**src/rtl/mem_access_ctrl.sv**
```systemverilog
// mem_access_ctrl: MIPS32 memory-stage data access controller driving a byte-enabled synchronous RAM.
// Stores complete in one cycle; loads stall for RAM_LAT+1 cycles; bad accesses raise a one-cycle addr_err.
module mem_access_ctrl #(
    parameter int PADDR_W = 11,
    parameter int RAM_LAT = 1
) (
    input  logic               clk,
    input  logic               rst,
    input  logic               mem_read,
    input  logic               mem_write,
    input  logic [1:0]         mem_size,
    input  logic               mem_unsigned,
    input  logic [31:0]        wdata,
    input  logic [PADDR_W-1:0] pAddr,
    input  logic               iAddr,
    output logic               stall,
    output logic [31:0]        rdata,
    output logic               addr_err,
    output logic               err_store,
    output logic               ram_en,
    output logic               ram_we,
    output logic [3:0]         ram_be,
    output logic [PADDR_W-3:0] ram_addr,
    output logic [31:0]        ram_wdata,
    input  logic [31:0]        ram_rdata
);
    typedef enum logic [1:0] {IDLE, RD_WAIT, RD_DONE, ERR} state_t;

    state_t      state_q, state_d;
    logic [1:0]  cnt_q, cnt_d;
    logic [31:0] rdata_q, rdata_d;
    logic        addr_err_q, addr_err_d;
    logic        err_store_q, err_store_d;
    logic [1:0]  off;
    logic        req, bad;
    logic [7:0]  byte_v;
    logic [15:0] half_v;
    logic [31:0] load_v;

    always_comb begin
        off    = pAddr[1:0];
        req    = mem_read | mem_write;
        bad    = iAddr | (mem_size == 2'b11) | ((mem_size == 2'b01) & pAddr[0])
               | ((mem_size == 2'b10) & (off != 2'b00));
        byte_v = ram_rdata[{off, 3'b000} +: 8];
        half_v = ram_rdata[{off[1], 4'b0000} +: 16];
        load_v = mem_size == 2'b00 ? {{24{byte_v[7] & ~mem_unsigned}}, byte_v}
               : mem_size == 2'b01 ? {{16{half_v[15] & ~mem_unsigned}}, half_v}
               : ram_rdata;
        ram_be    = mem_size == 2'b00 ? 4'b0001 << off : mem_size == 2'b01 ? 4'b0011 << off : 4'b1111;
        ram_wdata = mem_size == 2'b00 ? {4{wdata[7:0]}} : mem_size == 2'b01 ? {2{wdata[15:0]}} : wdata;
        ram_addr  = pAddr[PADDR_W-1:2];
        state_d     = state_q;
        cnt_d       = cnt_q;
        rdata_d     = rdata_q;
        addr_err_d  = 1'b0;
        err_store_d = err_store_q;
        stall       = 1'b0;
        ram_en      = 1'b0;
        ram_we      = 1'b0;
        case (state_q)
            IDLE: if (req && !rst) begin
                if (bad) begin
                    stall       = 1'b1;
                    state_d     = ERR;
                    addr_err_d  = 1'b1;
                    err_store_d = mem_write;
                    rdata_d     = '0;
                end else if (mem_write) begin
                    ram_en = 1'b1;
                    ram_we = 1'b1;
                end else begin
                    ram_en  = 1'b1;
                    stall   = 1'b1;
                    cnt_d   = 2'(RAM_LAT - 1);
                    state_d = RD_WAIT;
                end
            end
            // Request inputs are held stable while stalled, so the live size/offset format the data.
            RD_WAIT: begin
                stall = 1'b1;
                if (cnt_q == 2'd0) begin
                    rdata_d = load_v;
                    state_d = RD_DONE;
                end else begin
                    cnt_d = cnt_q - 2'd1;
                end
            end
            default: state_d = IDLE;
        endcase
    end

    always_ff @(posedge clk or posedge rst) begin
        if (rst) begin
            state_q     <= IDLE;
            cnt_q       <= '0;
            rdata_q     <= '0;
            addr_err_q  <= 1'b0;
            err_store_q <= 1'b0;
        end else begin
            state_q     <= state_d;
            cnt_q       <= cnt_d;
            rdata_q     <= rdata_d;
            addr_err_q  <= addr_err_d;
            err_store_q <= err_store_d;
        end
    end

    assign rdata     = rdata_q;
    assign addr_err  = addr_err_q;
    assign err_store = err_store_q;
endmodule

```
**config.mk**
```make
export PLATFORM = sky130hd
export DESIGN_NAME = mem_access_ctrl
export DESIGN_NICKNAME = d
export VERILOG_FILES = /design/src/rtl/mem_access_ctrl.sv
export SDC_FILE = /design/constraint.sdc
export NUM_CORES = 1
export LEC_CHECK = 0
export CELL_PAD_IN_SITES_DETAIL_PLACEMENT = 0
export CELL_PAD_IN_SITES_GLOBAL_PLACEMENT = 1
export CORE_MARGIN = 5
export CORE_UTILIZATION = 29
export CTS_CLUSTER_SIZE = 40
export DETAILED_ROUTE_END_ITERATION = 16
export GPL_TIMING_DRIVEN = 0
export PLACE_DENSITY = 0.88
export SKIP_CTS_REPAIR_TIMING = 1
export SLEW_MARGIN = 20
export SYNTH_ARGS = -nofsm -noshare
export SYNTH_HDL_FRONTEND = slang
export SYNTH_SLANG_ARGS = --single-unit
export TNS_END_PERCENT = 10
```
**constraint.sdc**
```tcl
create_clock -name clk -period 6.1 [get_ports clk]
set_input_delay 1.22 -clock clk [delete_from_list [all_inputs] [get_ports clk]]
set_output_delay 1.22 -clock clk [all_outputs]
set_load 0.005 [all_outputs]
```
==> results of run 1 <==
-- placed cells by master (no fill, tap or decap), types with 2 or more instances in the layout --
cell / Yosys / layout
sky130_fd_sc_hd__nand2_1: 14 / 14
sky130_fd_sc_hd__a221oi_1: 8 / 8
sky130_fd_sc_hd__clkbuf_1: 8 / 8
sky130_fd_sc_hd__nand2b_1: 22 / 22
sky130_fd_sc_hd__or3_1: 3 / 3
sky130_fd_sc_hd__inv_1: 10 / 9
sky130_fd_sc_hd__a21oi_1: 17 / 17
sky130_fd_sc_hd__dfrtp_1: 38 / 38
sky130_fd_sc_hd__o21bai_1: 2 / 2
sky130_fd_sc_hd__mux2i_1: 23 / 23
sky130_fd_sc_hd__buf_1: 3 / 3
sky130_fd_sc_hd__nand3b_1: 3 / 3
sky130_fd_sc_hd__nor2b_1: 15 / 15
sky130_fd_sc_hd__a22o_1: 31 / 31
sky130_fd_sc_hd__nor3_1: 6 / 6
sky130_fd_sc_hd__nor2_1: 2 / 2
sky130_fd_sc_hd__mux2_2: 18 / 18
sky130_fd_sc_hd__clkbuf_8: 0 / 6
sky130_fd_sc_hd__ha_1: 5 / 5
sky130_fd_sc_hd__clkdlybuf4s50_1: 0 / 154
sky130_fd_sc_hd__o22ai_1: 17 / 17
sky130_fd_sc_hd__o21ai_0: 10 / 10
sky130_fd_sc_hd__buf_2: 10 / 10
sky130_fd_sc_hd__buf_4: 18 / 18
-- final cells by class --
| type | count | area (um2) |
|---|---|---|
| Fill cell | 886 | 4690 |
| Timing Repair Buffer | 155 | 1560 |
| Multi-Input combinational cell | 207 | 1560 |
| Sequential cell | 38 | 951 |
| Buffer | 40 | 238 |
| Tap cell | 129 | 161 |
| Clock buffer | 6 | 82.6 |
| Inverter | 10 | 37.5 |
-- worst reg2reg max path, cell delays in order (launching register included) --
cell	delay, ns
sky130_fd_sc_hd__dfrtp_1	0.36
sky130_fd_sc_hd__inv_1	0.06
sky130_fd_sc_hd__ha_1	0.22
sky130_fd_sc_hd__nand3b_1	0.10
sky130_fd_sc_hd__clkbuf_1	0.50
sky130_fd_sc_hd__a31oi_2	0.21
sky130_fd_sc_hd__a22o_1	0.32
-- sequential cells by signal (all words and copies together) (netlist names) --
| register | count |
|---|---|
| rdata | 32 |
| addr_err | 1 |
| state_q | 2 |
| err_store | 1 |
| cnt_q | 2 |
-- how the worst max path moves through the flow --
stage | from | to | slack [ns] | depth (start not counted)
after floorplan | pAddr[1] | stall | 2.26 | 8
after global placement | pAddr[1] | stall | 0.69 | 10
after detailed placement | pAddr[1] | stall | 0.63 | 10
after CTS | pAddr[1] | stall | 0.62 | 10
after global routing | pAddr[1] | stall | 0.33 | 10
final | pAddr[1] | stall | 0.70 | 10
-- cells by family after synthesis --
kind of cell    synth area share [%]
compound gates                  24.3
fa+ha+maj                       2.25
buf+inv                         9.88
flops                           34.1
mux                             15.5
simple gates                    13.9
-- power breakdown --
group          total (mW)  internal [mW]  switching [mW]
clock               0.169         0.0872          0.0820
combinational       0.651          0.407           0.244
sequential          0.435          0.365          0.0698
total                1.25          0.859           0.395
-- per-layer routing --
layer / vias up / routed length (um) / part of all wire, %
met5: - / 0 / 0
met4: 0 / 167 / 1.6
met3: 12 / 1120 / 11
met2: 145 / 4800 / 47
met1: 1368 / 4080 / 40
li1: 1392 / - / -
==> metrics, run 1 <==
result of the run=finished clean; arrival time of the worst setup path=4.18 ns; wire length of the first global-routing pass=16.1 mm; total die area=11700 um2; global routing's busiest layer=met2; Seq/Total Area, Yosys=34.1%; RSZ-0062 raised after global routing=false; Gate Count Post-Synth=295; aggregate routed wire length=10.2 mm; 1st-iter DRT viols=96; GRT Resource Usage Total=17.4%; clock net sink count=38; overall via count from detail_route=2917; Inserted Diodes=0; Routability Congestion=0.809; later-pin clock latency in the skew report=0.28 ns; number of nets in the layout=545; crit path buf inv count=5; startpoint of the tightest hold check path=rdata[10]$_DFFE_PP0P_; Leakage=1.93 nW; minimum period implied by the final worst setup slack=5.40 ns; startpoint type of the worst setup path=input port; slew at the pin closest to its max-slew limit=0.922 ns; setup slack after layout=0.697 ns; Hold EP=rdata[10]$_DFFE_PP0P_; per-cell routed wire length=17.4 um; VDD IR-drop max=0.144 mV; Mapped Nets=383; Critical R2R Launch=cnt_q[0]$_DFFE_PP0P_; type of the tightest min-delay check=flop to flop; count of maximum capacitance violations=0; via count of the first global-routing pass=3115; Cell variety after synth=34; Max clock buf depth=2; Setup Viol. Count Final=0; top-level port count=165; slew margin rel.=38.0%; share of the synthesized area in the top cell type=34.1%; die height=108 um; yosys synthesis warning count=0; worst setup path category=input port to output port; share of cells above drive strength 1=13.4%; reg2reg path depth=6; library cell used as clock root buffer=sky130_fd_sc_hd__clkbuf_8; initial standard-cell utilization of the core=30.0%; ys flop type=sky130_fd_sc_hd__dfrtp_1; Worst Setup Slack post-DPL=0.626 ns; input/output buffers=154; post-detailed-placement cell area=4510 um2; delay contributed by the slowest stage of the critical path=0.52 ns; CTS clk-pin slew, worst paths=0.06 ns; Max Fanout on Critical Path=10; fraction of registers with async set/reset=100%; number of antenna violations at the first check in global routing=0; final core occ=49.5%; number of buffers created by CTS=5; Hold Vio Cnt, Final=0; reg-to-reg endpoint=rdata[12]$_DFFE_PP0P_; total negative setup slack=0 ns; ranking of synthesized cells by instance count=sky130_fd_sc_hd__dfrtp_1 (38), sky130_fd_sc_hd__a22o_1 (31), sky130_fd_sc_hd__mux2i_1 (23); DP Cell Count=579; Fin Hold WS=0.503 ns; worst hold path depth=1; library cell with the highest instance count after synthesis=sky130_fd_sc_hd__dfrtp_1; Crit path max-delay family=buffers and inverters; FF+latch count, synth=38; count of non-filler cells in the finished layout=585; number of enable flip-flop cells after synthesis=0; crit-path cells=clkdlybuf4s50_1 -> buf_4 -> clkbuf_1 -> inv_1 -> ha_1 -> nand2b_1 -> a21oi_1 -> o21bai_1 -> a21oi_1 -> clkdlybuf4s50_1; count of pins over their slew limit=0; Post-DP HPWL=8.25 mm; core outline area=9280 um2; die extent in x=108 um; Mapped Avg Cell Area=9.45 um2; post-detailed-route via-to-cell ratio=4.99; growth of design area from synthesis to finish=64.8%; worst clock skew on the final layout=0.00967 ns; Antenna Nets Post-Route=0; Area contributors post-synth=sky130_fd_sc_hd__dfrtp_1 (34%), sky130_fd_sc_hd__a22o_1 (9.7%), sky130_fd_sc_hd__mux2i_1 (8.3%); cell area power density=273 nW/um2; setup slack on the worst flop-to-flop path=4.22 ns; Final period util=88.6%; row count=35; TritonCTS clock tree=built; grt met1 use=20.7%; total power of the final layout=1.25 mW; first-pass iteration count of the detailed router=4; critical-path cell with the highest stage delay=sky130_fd_sc_hd__clkdlybuf4s50_1; H-tree depth reported by CTS=2; Global Route met2 Usage=29.3%; type of element capturing the critical path=output port; met3 Use GR=6.57%; required time reported for the critical path endpoint=4.88 ns; highest achievable clock rate=0.185 GHz; Design Area, Final=4590 um2; DRC violation count after routing=0; Synth Cell Area=2790 um2; total gr overflow=0; pin count of the biggest net entering global routing=34; cell taking the most area after synthesis=sky130_fd_sc_hd__dfrtp_1
Note: power is estimated with default switching activity, not from simulation.
==> inputs of run 2 (changes only) <==
--- a/config.mk
+++ b/config.mk
@@ -14,7 +14,6 @@
 export GPL_TIMING_DRIVEN = 0
 export PLACE_DENSITY = 0.88
 export SKIP_CTS_REPAIR_TIMING = 1
-export SLEW_MARGIN = 20
 export SYNTH_ARGS = -nofsm -noshare
 export SYNTH_HDL_FRONTEND = slang
 export SYNTH_SLANG_ARGS = --single-unit
==> metrics, run 2 (same netlist as run 1, synthesis figures left out) <==
top-level port count=165; growth of design area from synthesis to finish=63.9%; metal2 WL=4.75 mm; count of pins over their slew limit=0; post-detailed-route via-to-cell ratio=5.01; worst clock skew on the final layout=0.00828 ns; count of maximum capacitance violations=0; type of the tightest min-delay check=flop to flop; cell area power density=273 nW/um2; result of the run=finished clean; Post-DP HPWL=8.19 mm; highest achievable clock rate=0.185 GHz; input/output buffers=154; Top Layer Used=met4; overall via count from detail_route=2930; via count of the first global-routing pass=3151; total gr overflow=0; startpoint type of the worst setup path=input port; total die area=11700 um2; Max Fanout on Critical Path=10; 1st-iter DRT viols=150; Max clock buf depth=2; Final period util=88.5%; max FFs per register=32; clock net sink count=38; wire length on met3=1.18 mm; first-pass iteration count of the detailed router=4; number of buffers created by CTS=5; number of nets in the layout=544; most common library cell in the layout ignoring fill and taps=sky130_fd_sc_hd__clkdlybuf4s50_1; worst setup path category=input port to output port; Inserted Diodes=0; required time reported for the critical path endpoint=4.88 ns; number of antenna violations at the first check in global routing=0; CTS clk-pin slew, worst paths=0.07 ns; Setup Viol. Count Final=0; top library cells by usage in the layout, fill and taps aside=sky130_fd_sc_hd__clkdlybuf4s50_1 (154), sky130_fd_sc_hd__dfrtp_1 (38), sky130_fd_sc_hd__a22o_1 (31), sky130_fd_sc_hd__mux2i_1 (23), sky130_fd_sc_hd__nand2b_1 (22); arrival time of the worst setup path=4.18 ns; die height=108 um; wire length of the first global-routing pass=16.0 mm; later-pin clock latency in the skew report=0.30 ns; total negative setup slack=0 ns; TritonCTS clock tree=built; H-tree depth reported by CTS=2; Met1 Wirelength=3.99 mm; RSZ-0062 raised after global routing=false; library cell used as clock root buffer=sky130_fd_sc_hd__clkbuf_8; Fin Hold WS=0.506 ns; GRT Resource Usage Total=17.4%; Hold Vio Cnt, Final=0; Leakage=1.92 nW; Routability Congestion=0.809; slew at the pin closest to its max-slew limit=0.920 ns; slew margin rel.=38.2%; initial standard-cell utilization of the core=30.0%; number of filler cells placed in the layout=882; die extent in x=108 um; VDD IR-drop max=0.106 mV; share of cells above drive strength 1=13.4%; DRC violation count after routing=0; row count=35; Antenna Nets Post-Route=0; minimum period implied by the final worst setup slack=5.40 ns; core outline area=9280 um2; pin count of the biggest net entering global routing=39; type of element capturing the critical path=output port; per-cell routed wire length=17.3 um; aggregate routed wire length=10.1 mm
## run 2: cell count changes in the layout (fill, tap and decap cells not counted)
cell and change:
sky130_fd_sc_hd__clkinv_2 +2, sky130_fd_sc_hd__clkbuf_8 -1, sky130_fd_sc_hd__buf_12 -1
## run 2: per-layer routing
layer  GRT usage (%)  vias to the layer above
met2            29.0                      161
li1                -                     1390
met5               0                        -
met4            5.95                        0
met1            20.2                     1366
met3            6.93                       13
## run 2: power by group
| part | leakage, nW | internal [mW] | total (mW) | switching (mW) |
|---|---|---|---|---|
| sequential | 0.500 | 0.365 | 0.434 | 0.0696 |
| combinational | 1.38 | 0.406 | 0.648 | 0.242 |
| clock | 0.0438 | 0.0767 | 0.165 | 0.0882 |
| total | 1.92 | 0.847 | 1.25 | 0.400 |
## run 2: worst max-delay path: stages
cell and delay (ns):
sky130_fd_sc_hd__clkdlybuf4s50_1 0.52, sky130_fd_sc_hd__buf_4 0.19, sky130_fd_sc_hd__clkbuf_1 0.45, sky130_fd_sc_hd__inv_1 0.14, sky130_fd_sc_hd__ha_1 0.22, sky130_fd_sc_hd__nand2b_1 0.14
sky130_fd_sc_hd__a21oi_1 0.44, sky130_fd_sc_hd__o21bai_1 0.15, sky130_fd_sc_hd__a21oi_1 0.18, sky130_fd_sc_hd__clkdlybuf4s50_1 0.52
## run 2: through the flow
stage | instances | area (um2) | util [%] | total power, mW | setup slack (ns)
6_report | 585 | 4570 | 49.2 | 1.25 | 0.702
5_1_grt | 585 | 4570 | 49.2 | 1.33 | 0.344
4_1_cts | 585 | 4570 | 49.2 | 1.26 | 0.640
3_5_place_dp | 578 | 4490 | 48.4 | 1.09 | 0.659
3_3_place_gp | 578 | 4490 | 48.4 | 1.08 | 0.686
2_1_floorplan | 295 | 2790 | - | 0.710 | 2.26
## run 2: worst paths after layout
check | startpoint | to | slack, ns | cells past startpoint
min in group asynchronous | rst | rdata[0]$_DFFE_PP0P_ | 1.42 | 2
max | pAddr[1] | stall | 0.70 | 10
max in group asynchronous | rst | rdata[2]$_DFFE_PP0P_ | 4.17 | 2
max reg2reg | cnt_q[0]$_DFFE_PP0P_ | rdata[12]$_DFFE_PP0P_ | 4.26 | 6
min reg2reg | rdata[10]$_DFFE_PP0P_ | rdata[10]$_DFFE_PP0P_ | 0.51 | 1
min | rdata[10]$_DFFE_PP0P_ | rdata[10]$_DFFE_PP0P_ | 0.51 | 1
## run 2: cell type report
| cell class | instances | area (um2) | share of cell area [%] |
|---|---|---|---|
| clock inverter | 2 | 10.0 | 0.219 |
| clock buffer | 5 | 68.8 | 1.51 |
| multi-input combinational | 207 | 1560 | 34.2 |
| tap | 129 | 161 | 3.53 |
| inverter | 10 | 37.5 | 0.822 |
| buffer | 40 | 238 | 5.20 |
| timing repair buffer | 154 | 1540 | 33.7 |
| sequential | 38 | 951 | 20.8 |
